## config.mk

```make
export PLATFORM = sky130hd
export DESIGN_NAME = decode_stage_flat
export DESIGN_NICKNAME = d
export VERILOG_FILES = /design/src/rtl/rv32_pkg.sv /design/src/rtl/decode_stage_if.sv /design/src/rtl/decode_stage_imm_gen.sv /design/src/rtl/decode_stage.sv /design/src/flat_wrapper.sv
export SDC_FILE = /design/constraint.sdc
export NUM_CORES = 1
export LEC_CHECK = 0
export ABC_AREA = 1
export CAP_MARGIN = 20
export CORE_ASPECT_RATIO = 0.8
export CORE_MARGIN = 2
export CORE_UTILIZATION = 40
export DETAILED_ROUTE_END_ITERATION = 8
export GPL_TIMING_DRIVEN = 0
export PLACE_DENSITY_LB_ADDON = 0.08
export SLEW_MARGIN = 20
export SYNTH_ARGS = -nofsm -noshare
export SYNTH_HDL_FRONTEND = slang
export SYNTH_SLANG_ARGS = --single-unit
```

## constraint.sdc

```tcl
create_clock -name clk -period 4.99 [get_ports clk]
set_input_delay 0.998 -clock clk [delete_from_list [all_inputs] [get_ports clk]]
set_output_delay 0.998 -clock clk [all_outputs]
set_load 0.01 [all_outputs]
```

## src/rtl/rv32_pkg.sv

```systemverilog
// RV32I decode constants: opcodes, immediate formats and the opcode->format map.
package rv32_pkg;
  localparam int unsigned XLEN  = 32;
  localparam int unsigned NREG  = 32;
  localparam int unsigned REG_W = $clog2(NREG);

  localparam logic [6:0] OP     = 7'b0110011;
  localparam logic [6:0] OP_IMM = 7'b0010011;
  localparam logic [6:0] LOAD   = 7'b0000011;
  localparam logic [6:0] STORE  = 7'b0100011;
  localparam logic [6:0] BRANCH = 7'b1100011;
  localparam logic [6:0] JAL    = 7'b1101111;
  localparam logic [6:0] JALR   = 7'b1100111;
  localparam logic [6:0] LUI    = 7'b0110111;
  localparam logic [6:0] AUIPC  = 7'b0010111;

  typedef enum logic [2:0] {
    FMT_R, FMT_I, FMT_S, FMT_B, FMT_U, FMT_J, FMT_NONE
  } imm_fmt_e;

  function automatic imm_fmt_e fmt_of(input logic [6:0] opc);
    case (opc)
      OP:                   return FMT_R;
      OP_IMM, LOAD, JALR:   return FMT_I;
      STORE:                return FMT_S;
      BRANCH:               return FMT_B;
      LUI, AUIPC:           return FMT_U;
      JAL:                  return FMT_J;
      default:              return FMT_NONE;
    endcase
  endfunction
endpackage

```

## src/rtl/decode_stage_if.sv

```systemverilog
// Fetch / register-file / write-back / execute signals of the decode stage.
interface decode_stage_if
  import rv32_pkg::*;
#(
  parameter int unsigned XLEN = rv32_pkg::XLEN
) ();
  logic             ifValid, ifReady;
  logic [31:0]      ifInstr;
  logic [XLEN-1:0]  ifPc;
  logic [REG_W-1:0] rs1, rs2;
  logic [XLEN-1:0]  readData1, readData2;
  logic             wbValid, wbRegWrite;
  logic [REG_W-1:0] wbRd;
  logic [XLEN-1:0]  wbData;
  logic             flush;
  logic             exValid, exReady;
  logic [XLEN-1:0]  exPc, exRs1Val, exRs2Val, exImm;
  logic [REG_W-1:0] exRd;
  logic [6:0]       exOpcode;
  logic [2:0]       exFunct3;
  logic             exFunct7b5, exRegWrite, exMemRead;

  modport master (
    output ifValid, ifInstr, ifPc, readData1, readData2,
           wbValid, wbRegWrite, wbRd, wbData, flush, exReady,
    input  ifReady, rs1, rs2, exValid, exPc, exRs1Val, exRs2Val, exImm,
           exRd, exOpcode, exFunct3, exFunct7b5, exRegWrite, exMemRead
  );

  modport slave (
    input  ifValid, ifInstr, ifPc, readData1, readData2,
           wbValid, wbRegWrite, wbRd, wbData, flush, exReady,
    output ifReady, rs1, rs2, exValid, exPc, exRs1Val, exRs2Val, exImm,
           exRd, exOpcode, exFunct3, exFunct7b5, exRegWrite, exMemRead
  );
endinterface

```

## src/rtl/decode_stage_imm_gen.sv

```systemverilog
// Combinational RV32I immediate generator: instruction -> {format, sign-extended immediate}.
module imm_gen
  import rv32_pkg::*;
#(
  parameter int unsigned XLEN = rv32_pkg::XLEN
) (
  input  logic [31:0]     i_instr,
  output imm_fmt_e        o_fmt,
  output logic [XLEN-1:0] o_imm
);
  logic [31:0] w_imm32;

  always_comb begin
    o_fmt = fmt_of(i_instr[6:0]);
    case (o_fmt)
      FMT_I:   w_imm32 = {{20{i_instr[31]}}, i_instr[31:20]};
      FMT_S:   w_imm32 = {{20{i_instr[31]}}, i_instr[31:25], i_instr[11:7]};
      FMT_B:   w_imm32 = {{19{i_instr[31]}}, i_instr[31], i_instr[7],
                          i_instr[30:25], i_instr[11:8], 1'b0};
      FMT_U:   w_imm32 = {i_instr[31:12], 12'h000};
      FMT_J:   w_imm32 = {{11{i_instr[31]}}, i_instr[31], i_instr[19:12],
                          i_instr[20], i_instr[30:21], 1'b0};
      default: w_imm32 = '0;
    endcase
    o_imm = XLEN'($signed(w_imm32));
  end
endmodule

```

## src/rtl/decode_stage.sv

```systemverilog
// RV32I decode stage: field split, RAW/WAW scoreboard, single ID/EX output register.
// Optional write-back operand bypass: define DECODE_WB_BYPASS_EN.
module decode_stage
  import rv32_pkg::*;
#(
  parameter int unsigned XLEN = rv32_pkg::XLEN
) (
  input logic           clk,
  input logic           rst_n,
  decode_stage_if.slave bus
);
  logic [6:0]       w_opcode;
  logic [REG_W-1:0] w_rd, w_rs1, w_rs2;
  imm_fmt_e         w_fmt;
  logic [XLEN-1:0]  w_imm, w_op1, w_op2;
  logic             w_use_rs1, w_use_rs2, w_writes_rd;
  logic             w_byp1, w_byp2, w_stall, w_accept;
  logic [NREG-1:0]  w_pending_nxt;

  logic [NREG-1:0]  r_pending;
  logic             r_ex_valid, r_ex_regwrite, r_ex_memread, r_ex_f7b5;
  logic [XLEN-1:0]  r_ex_pc, r_ex_rs1, r_ex_rs2, r_ex_imm;
  logic [REG_W-1:0] r_ex_rd;
  logic [6:0]       r_ex_opcode;
  logic [2:0]       r_ex_f3;

  imm_gen #(.XLEN(XLEN)) u_imm_gen (
    .i_instr (bus.ifInstr),
    .o_fmt   (w_fmt),
    .o_imm   (w_imm)
  );

  assign w_opcode = bus.ifInstr[6:0];
  assign w_rd     = bus.ifInstr[11:7];
  assign w_rs1    = bus.ifInstr[19:15];
  assign w_rs2    = bus.ifInstr[24:20];
  assign bus.rs1  = w_rs1;
  assign bus.rs2  = w_rs2;

  // Unknown opcodes (FMT_NONE) still count as rs1 users but never write rd.
  assign w_use_rs1   = !(w_fmt inside {FMT_U, FMT_J});
  assign w_use_rs2   = w_fmt inside {FMT_R, FMT_S, FMT_B};
  assign w_writes_rd = (w_fmt inside {FMT_R, FMT_I, FMT_U, FMT_J}) && (w_rd != '0);

`ifdef DECODE_WB_BYPASS_EN
  assign w_byp1 = bus.wbValid && bus.wbRegWrite && (bus.wbRd == w_rs1) && (w_rs1 != '0);
  assign w_byp2 = bus.wbValid && bus.wbRegWrite && (bus.wbRd == w_rs2) && (w_rs2 != '0);
`else
  assign w_byp1 = 1'b0;
  assign w_byp2 = 1'b0;
`endif

  assign w_op1 = (w_rs1 == '0) ? '0 : (w_byp1 ? bus.wbData : bus.readData1);
  assign w_op2 = (w_rs2 == '0) ? '0 : (w_byp2 ? bus.wbData : bus.readData2);

  assign w_stall = bus.ifValid &&
                   ((w_use_rs1 && r_pending[w_rs1] && !w_byp1) ||
                    (w_use_rs2 && r_pending[w_rs2] && !w_byp2) ||
                    (w_writes_rd && r_pending[w_rd]));
  assign bus.ifReady = !w_stall && (!r_ex_valid || bus.exReady);
  assign w_accept    = bus.ifValid && bus.ifReady;

  // Clears first, then set, so a same-index set in this cycle wins.
  always_comb begin
    w_pending_nxt = r_pending;
    if (bus.wbValid && (bus.wbRd != '0))
      w_pending_nxt[bus.wbRd] = 1'b0;
    if (bus.flush && r_ex_valid && r_ex_regwrite)
      w_pending_nxt[r_ex_rd] = 1'b0;
    if (w_accept && !bus.flush && w_writes_rd)
      w_pending_nxt[w_rd] = 1'b1;
  end

  always_ff @(posedge clk or negedge rst_n) begin
    if (!rst_n) begin
      r_pending     <= '0;
      r_ex_valid    <= 1'b0;
      r_ex_pc       <= '0;
      r_ex_rs1      <= '0;
      r_ex_rs2      <= '0;
      r_ex_imm      <= '0;
      r_ex_rd       <= '0;
      r_ex_opcode   <= '0;
      r_ex_f3       <= '0;
      r_ex_f7b5     <= 1'b0;
      r_ex_regwrite <= 1'b0;
      r_ex_memread  <= 1'b0;
    end else begin
      r_pending <= w_pending_nxt;
      if (bus.flush) begin
        r_ex_valid <= 1'b0;
      end else if (w_accept) begin
        r_ex_valid    <= 1'b1;
        r_ex_pc       <= bus.ifPc;
        r_ex_rs1      <= w_op1;
        r_ex_rs2      <= w_op2;
        r_ex_imm      <= w_imm;
        r_ex_rd       <= w_rd;
        r_ex_opcode   <= w_opcode;
        r_ex_f3       <= bus.ifInstr[14:12];
        r_ex_f7b5     <= bus.ifInstr[30];
        r_ex_regwrite <= w_writes_rd;
        r_ex_memread  <= (w_opcode == LOAD);
      end else if (bus.exReady) begin
        r_ex_valid <= 1'b0;
      end
    end
  end

  assign bus.exValid    = r_ex_valid;
  assign bus.exPc       = r_ex_pc;
  assign bus.exRs1Val   = r_ex_rs1;
  assign bus.exRs2Val   = r_ex_rs2;
  assign bus.exImm      = r_ex_imm;
  assign bus.exRd       = r_ex_rd;
  assign bus.exOpcode   = r_ex_opcode;
  assign bus.exFunct3   = r_ex_f3;
  assign bus.exFunct7b5 = r_ex_f7b5;
  assign bus.exRegWrite = r_ex_regwrite;
  assign bus.exMemRead  = r_ex_memread;
endmodule

```

## src/flat_wrapper.sv

```systemverilog
// flat-port wrapper written by rule: the top's interface ports become plain ports
module decode_stage_flat import rv32_pkg::*;
#(
  parameter int unsigned XLEN = rv32_pkg::XLEN
)
  (clk, rst_n, bus_ifValid, bus_ifInstr, bus_ifPc, bus_readData1, bus_readData2, bus_wbValid, bus_wbRegWrite, bus_wbRd, bus_wbData, bus_flush, bus_exReady, bus_ifReady, bus_rs1, bus_rs2, bus_exValid, bus_exPc, bus_exRs1Val, bus_exRs2Val, bus_exImm, bus_exRd, bus_exOpcode, bus_exFunct3, bus_exFunct7b5, bus_exRegWrite, bus_exMemRead);
  decode_stage_if #(.XLEN(XLEN)) bus_i ();
  input logic clk;
  input logic rst_n;
  input wire logic [$bits(bus_i.ifValid)-1:0] bus_ifValid;
  input wire logic [$bits(bus_i.ifInstr)-1:0] bus_ifInstr;
  input wire logic [$bits(bus_i.ifPc)-1:0] bus_ifPc;
  input wire logic [$bits(bus_i.readData1)-1:0] bus_readData1;
  input wire logic [$bits(bus_i.readData2)-1:0] bus_readData2;
  input wire logic [$bits(bus_i.wbValid)-1:0] bus_wbValid;
  input wire logic [$bits(bus_i.wbRegWrite)-1:0] bus_wbRegWrite;
  input wire logic [$bits(bus_i.wbRd)-1:0] bus_wbRd;
  input wire logic [$bits(bus_i.wbData)-1:0] bus_wbData;
  input wire logic [$bits(bus_i.flush)-1:0] bus_flush;
  input wire logic [$bits(bus_i.exReady)-1:0] bus_exReady;
  output wire logic [$bits(bus_i.ifReady)-1:0] bus_ifReady;
  output wire logic [$bits(bus_i.rs1)-1:0] bus_rs1;
  output wire logic [$bits(bus_i.rs2)-1:0] bus_rs2;
  output wire logic [$bits(bus_i.exValid)-1:0] bus_exValid;
  output wire logic [$bits(bus_i.exPc)-1:0] bus_exPc;
  output wire logic [$bits(bus_i.exRs1Val)-1:0] bus_exRs1Val;
  output wire logic [$bits(bus_i.exRs2Val)-1:0] bus_exRs2Val;
  output wire logic [$bits(bus_i.exImm)-1:0] bus_exImm;
  output wire logic [$bits(bus_i.exRd)-1:0] bus_exRd;
  output wire logic [$bits(bus_i.exOpcode)-1:0] bus_exOpcode;
  output wire logic [$bits(bus_i.exFunct3)-1:0] bus_exFunct3;
  output wire logic [$bits(bus_i.exFunct7b5)-1:0] bus_exFunct7b5;
  output wire logic [$bits(bus_i.exRegWrite)-1:0] bus_exRegWrite;
  output wire logic [$bits(bus_i.exMemRead)-1:0] bus_exMemRead;
  assign bus_i.ifValid = bus_ifValid;
  assign bus_i.ifInstr = bus_ifInstr;
  assign bus_i.ifPc = bus_ifPc;
  assign bus_i.readData1 = bus_readData1;
  assign bus_i.readData2 = bus_readData2;
  assign bus_i.wbValid = bus_wbValid;
  assign bus_i.wbRegWrite = bus_wbRegWrite;
  assign bus_i.wbRd = bus_wbRd;
  assign bus_i.wbData = bus_wbData;
  assign bus_i.flush = bus_flush;
  assign bus_i.exReady = bus_exReady;
  assign bus_ifReady = bus_i.ifReady;
  assign bus_rs1 = bus_i.rs1;
  assign bus_rs2 = bus_i.rs2;
  assign bus_exValid = bus_i.exValid;
  assign bus_exPc = bus_i.exPc;
  assign bus_exRs1Val = bus_i.exRs1Val;
  assign bus_exRs2Val = bus_i.exRs2Val;
  assign bus_exImm = bus_i.exImm;
  assign bus_exRd = bus_i.exRd;
  assign bus_exOpcode = bus_i.exOpcode;
  assign bus_exFunct3 = bus_i.exFunct3;
  assign bus_exFunct7b5 = bus_i.exFunct7b5;
  assign bus_exRegWrite = bus_i.exRegWrite;
  assign bus_exMemRead = bus_i.exMemRead;
  decode_stage #(.XLEN(XLEN)) u_core (.clk(clk), .rst_n(rst_n), .bus(bus_i));
endmodule
```

; After elaboration in Yosys (flattened, before gate mapping)
; Index checks and enable logic that the tools add are counted.
[classes]
n_reduce_logical = 34
muxes = 22
bitwise_logic = 6
order_cmp = 8
eq_ne = 14
[ops]
columns = operator, count
row1 = 32-bit 2-to-1 mux, 5
row2 = 32-bit one-hot mux with 5 select lines, 1
row3 = 32-bit AND, 2
row4 = 32-bit NOT, 2
row5 = 32-bit bitwise OR, 1
row6 = 5-bit by 6-bit less-than comparator with 1-bit output (second input constant), 5
row7 = 7-bit by 6-bit equality test with 1-bit output (second input constant), 3
row8 = 7-bit equality test (second input constant), 3
row9 = 3-bit one-hot mux with 6 select lines, 1
row10 = 1-bit binary-select mux with 5-bit select, 3
row11 = 1-bit demux with 5-bit select, 3
row12 = 5-bit by 1-bit >= comparator with 1-bit output (second input constant), 3
row13 = 1-bit logical AND, 15
row14 = 7-bit by 5-bit equality test with 1-bit output (second input constant), 2
row15 = 5-bit zero test, 2
row16 = 5-bit nonzero test, 2
row17 = 1-bit 2-to-1 mux, 9
row18 = 7-bit by 2-bit equality test with 1-bit output (second input constant), 1
row19 = 3-bit by 2-bit equality test with 1-bit output (second input constant), 2
row20 = 3-bit equality test (second input constant), 2
row21 = 3-bit nonzero test, 2
row22 = 1-bit zero test, 4
row23 = 4-bit nonzero test, 1
row24 = 3-bit by 1-bit equality test with 1-bit output (second input constant), 1
row25 = other kinds (7), 9
[totals]
output_inout_bits = 158
elab_cells = 96
input_bits = 172
register_bits = 179

; Longest topological paths before layout
[logic_depth]
depth_word = 16
ltp_mapped = 21
mapped_depth_nobuf = 19

; By module
; A second synthesis with hierarchy kept.
[unflattened]
cells_unflattened = 1274
hier_area_um2 = 9410.3
[modules_own_cells]
columns = module, seq_area_each_um2, instances, cells_each, area_per_inst_um2
row1 = decode_stage, 4479.3, 1, 1121, 8708.4
row2 = imm_gen, 0.0, 1, 153, 701.9

; Worst setup path before layout
; No wires, ideal clock.
[synth_timing]
path_type = in2out
start = in bus_ifInstr[1]
end = out bus_ifReady
n_path_buf = 0
slack_ps = 1500
t_arrival_ps = 2492
required_ps = 3992
path_stages = 14
cell_sequence = nand2_1 > inv_1 > nand2_1 > inv_1 > nand3_1 > ha_1 > o21a_1 > nand2_2 > nand2_1 > nor2_2 > nand3_1 > nand2_1 > nor2_2 > o21a_1
[synth_between]
elab_chain_cells = 12
word_cells_on_any_way = 31
cone_classes = eq/ne: 14 / mux: 1 / reduce/logical: 16
[synth_lines]
columns = item, line_no
row1 = start: declaration, flat_wrapper.sv:11  ; input wire logic [$bits(bus_i.ifInstr)-1:0] bus_ifInstr;
row2 = 7-bit by 5-bit equality test with 1-bit output (tied with other cells), rv32_pkg.sv:22  ; case (opc)
row3 = 3-bit OR reduction or 2-bit OR reduction (tied branches), rv32_pkg.sv:22
row4 = 3-bit one-hot mux with 6 select lines (*), rv32_pkg.sv:22
row5 = 3-bit equality test, "decode_stage.sv:41, decode_stage.sv:43"
row6 = 2-bit nonzero test, decode_stage.sv:41  ; assign w_use_rs1 = !(w_fmt inside {FMT_U, FMT_J});
row7 = 1-bit zero test, decode_stage.sv:41
row8 = 1-bit logical AND, decode_stage.sv:57  ; ((w_use_rs1 && r_pending[w_rs1] && !w_byp1) ||
row9 = 1-bit logical OR, decode_stage.sv:57
row10 = 1-bit logical OR (*), decode_stage.sv:58  ; (w_use_rs2 && r_pending[w_rs2] && !w_byp2) ||
row11 = 1-bit logical AND (*), decode_stage.sv:56  ; assign w_stall = bus.ifValid &&
row12 = 1-bit zero test (*), decode_stage.sv:60  ; assign bus.ifReady = !w_stall && (!r_ex_valid || bus.exReady);
row13 = 1-bit logical AND (*), decode_stage.sv:60
row14 = end: declaration, flat_wrapper.sv:21  ; output wire logic [$bits(bus_i.ifReady)-1:0] bus_ifReady;
; Mark *: on every way between the ends. The rest lies on a longest branch, timed or not.

; Worst setup path after layout
; Same ends and word-level chain as after synthesis.

==> impl_metrics.toml <==
[detailed_routing]
drt_wl_total_um = 32500
vias_per_cell = 5.16
dr.pass1.iters = 7
drcViolationCount = 0
num_vias = 9492
drtIter0Drc = 738
antenna_left = 0
wl_per_cell_um = 17.6

[cells_and_area]
drive_gt1_share_pct = 7.30
final_cell_mix = "nand2_1, clkdlybuf4s50_1, dfrtp_1, o21ai_1, nand3_1"
instances_no_fill = 1841
diodes = 0
layout.nets = 1696
final_common_cell = "nand2_1"
syn2layout_area_growth_pct = 43.2

[clock_tree]
cts_root_buf = "clkbuf_16"
htreeDepth = 4
cts_hold_buf = 0
clk_pin_slew_ns = 0.07
cts_buffers = 17
clock_latency_ns = 0.44
clockBufferDepth = 2
cts_tree = "built"
clock_sinks = 179

[critical_path]
crit_path_end_kind = "output pin"
path_buf_inv = 5
slowest_stage = "clkdlybuf4s50_1"
path_max_fanout = 7
r2r_cells = 15
cp.arrival_ns = 3.73
slowest_delay_ns = 0.56
crit_chain = "clkdlybuf4s50_1, nand2_1, inv_1, nand3_1, inv_1, nand3_1, nand2_1, inv_1, ha_1, o21a_1, nand2_2, nand3_2, nand2_1, nor2_1, nor2_4, o21a_1, clkdlybuf4s50_1"
startpoint_type = "primary input"
crit_cells = 17
worstPathRequired_ns = 3.99
path_delay_family = "buffers and inverters"
crit_type = "primary input to output pin"

[die]
fp.dieH_um = 139
initial_core_util_pct = 40.7
fp.dieW_um = 173
core-area_sq_um = 22400
pin_count = 330
die_area_sq_um = 24000
rows = 49

[yosys]
synth_ff_type = "dfrtp_1"
synth_xor_area_share_pct = 0
yosysWarnings = 0
synth_edf_count = 0
mappedNetlistArea_sq_um = 9120
synthArstFlopShare_pct = 100
synth_compound_area_share_pct = 10.8
syn_avg_cell_area_sq_um = 7.54
synth_largest_area_cell = "dfrtp_1"
synth-simple-area-share_pct = 32.1
synth_top_area_share_pct = 49.1
synth_top_family_by_area = "simple AND/OR/NAND/NOR gates"
synthTopCellsByArea = "dfrtp_1, nand2_1, nand3_1"
synthMuxAreaShare_pct = 0
netlist_instances = 1210
synth_fp_nets = 1384
synth_seq_area_share_pct = 49.1
synth_cell_types = 32
synth_seq_cells = 179
synthAdderAreaFrac_pct = 0.274

[place]
dp_cells = 1808
hpwlAfterDp_um = 24300
gp_congestion = 0.959
port_buffers = 290
dpl_worst_slack_ns = 0.146

[grt]
grt_pass1_vias = 8989
track_usage_pct = 27.2
gr-total-overflow = 0
antenna_found_initial = 0
grt_max_degree = 71
grt_pass1_wl_um = 51300

[pwr]
clockPowerShare_pct = 29.7
leakage_nw = 6.17
ir_drop_mv = 0.194
power_frac_seq_pct = 41.3
p_comb_share_pct = 29.0
power_density_nw_per_um2 = 344
sw_frac_of_total_pct = 32.3
switching_power_mw = 1.45
internal_power_mw = 3.05

[sta]
rsz0062_at_grt = "false"
period_needed_ns = 4.73
fin_setup_tns_ns = 0
finClkSkew_ns = 0.0129
max_slew_margin_pct = 57.3
max_freq_mhz = 212
final-max-slew-violation-count = 0
layout_setup_ws_ns = 0.264
worst_slew_pin_slew_ns = 0.639
timing.final.hold_violations = 0
setup_viol = 0
min_period_over_period_pct = 94.7

[job]
maxCapViolCount = 0

[status]
outcome = "finished, final reports clean"

[hold_path]
hp-class = "primary input to async pin"
-- repair_timing --
| action | CTS | global route |
|---|---|---|
| buffers inserted | 0 | 1 |
| gates resized for setup | 0 | 4 |
| setup endpoints to repair | 0 | 1 |
-- path summary, 6_finish.rpt --
path | startpoint | to | slack [ns]
hold / removal | rst_n | u_core.r_pending[14]$_DFF_PN0_ | 0.46
setup / recovery | bus_ifInstr[1] | bus_ifReady | 0.26
min in group clk | u_core.bus.exPc[15]$_DFFE_PN0P_ | u_core.bus.exPc[15]$_DFFE_PN0P_ | 0.48
max in group asynchronous | rst_n | u_core.bus.exFunct3[1]$_DFFE_PN0P_ | 3.85
setup reg to reg | u_core.r_pending[7]$_DFF_PN0_ | u_core.bus.exRs1Val[19]$_DFFE_PN0P_ | 2.77
hold reg to reg | u_core.bus.exPc[15]$_DFFE_PN0P_ | u_core.bus.exPc[15]$_DFFE_PN0P_ | 0.48
-- metal layers --
layer  up-vias  wire length [um]  global-route usage, %
met5         -                 0                      0
met2       465             14200                   40.7
met3        47              3590                   8.53
met4         0               675                   7.58
met1      4439             14000                   38.0
li1       4541                 -                      -
-- per-stage QoR --
| stage | power [mW] | hold WS (ns) | util [%] | instance area (sq um) |
|---|---|---|---|---|
| floorplan | 2.36 | 0.504 | - | 9120 |
| global placement | 3.16 | 0.461 | 55.3 | 12400 |
| detailed placement | 3.18 | 0.465 | 55.6 | 12500 |
| CTS | 4.52 | 0.465 | 58.1 | 13000 |
| global route | 4.72 | 0.478 | 58.2 | 13100 |
| finish | 4.50 | 0.457 | 58.2 | 13100 |
-- cell usage after synthesis (12+ instances only) --
library cell and count:
buf_6 13, dfrtp_1 179, buf_4 16, clkbuf_1 12, nor2_1 98, nor3_1 15
nand3_1 107, o21ai_1 107, inv_1 55, o21ai_0 21, nand2_1 486, buf_2 28
o221ai_1 25
-- flip-flops by register name, indices dropped and copies added (netlist names) --
register / cells
u_core.bus.exImm: 32
u_core.bus.exPc: 32
u_core.bus.exRs1Val: 32
u_core.bus.exRs2Val: 32
u_core.r_pending: 32
u_core.bus.exOpcode: 7
u_core.bus.exRd: 5
u_core.bus.exFunct3: 3
u_core.bus.exFunct7b5: 1
u_core.bus.exMemRead: 1
u_core.bus.exRegWrite: 1
u_core.bus.exValid: 1
-- cells by family (layout without fill, tap and decap cells) --
family                     Yosys count  in the layout
adders and majority gates            2              2
buffers and inverters              136            461
AOI/OAI and AO/OA                  172            172
and+or+nand+nor                    721            721
DFF                                179            179
-- area by class of cell --
| class | count | area [sq um] |
|---|---|---|
| multi-input cells | 895 | 3960 |
| fillers | 2166 | 9370 |
| clock buffers | 18 | 429 |
| repair buffers | 293 | 2970 |
| flip-flops and latches | 179 | 4480 |
| clock inverters | 14 | 140 |
| well taps | 306 | 383 |
| plain buffers | 72 | 463 |
| inverters | 64 | 243 |
-- worst register-to-register path, delay by kind of cell (launching register included) --
kind            cells  cell delay (ns)
compound gates      1             0.17
flops               1             0.49
buf+inv             3             0.49
simple gates       11             1.00
-- power by group through the flow --
stage | logic (mW) | registers (mW) | clock network, mW
2_1_floorplan | 0.390 | 1.97 | 0
3_3_place_gp | 1.29 | 1.87 | 0
3_5_place_dp | 1.31 | 1.87 | 0
4_1_cts | 1.31 | 1.85 | 1.35
5_1_grt | 1.42 | 1.89 | 1.41
6_report | 1.30 | 1.86 | 1.34
Power figures use the tool's default switching activity.
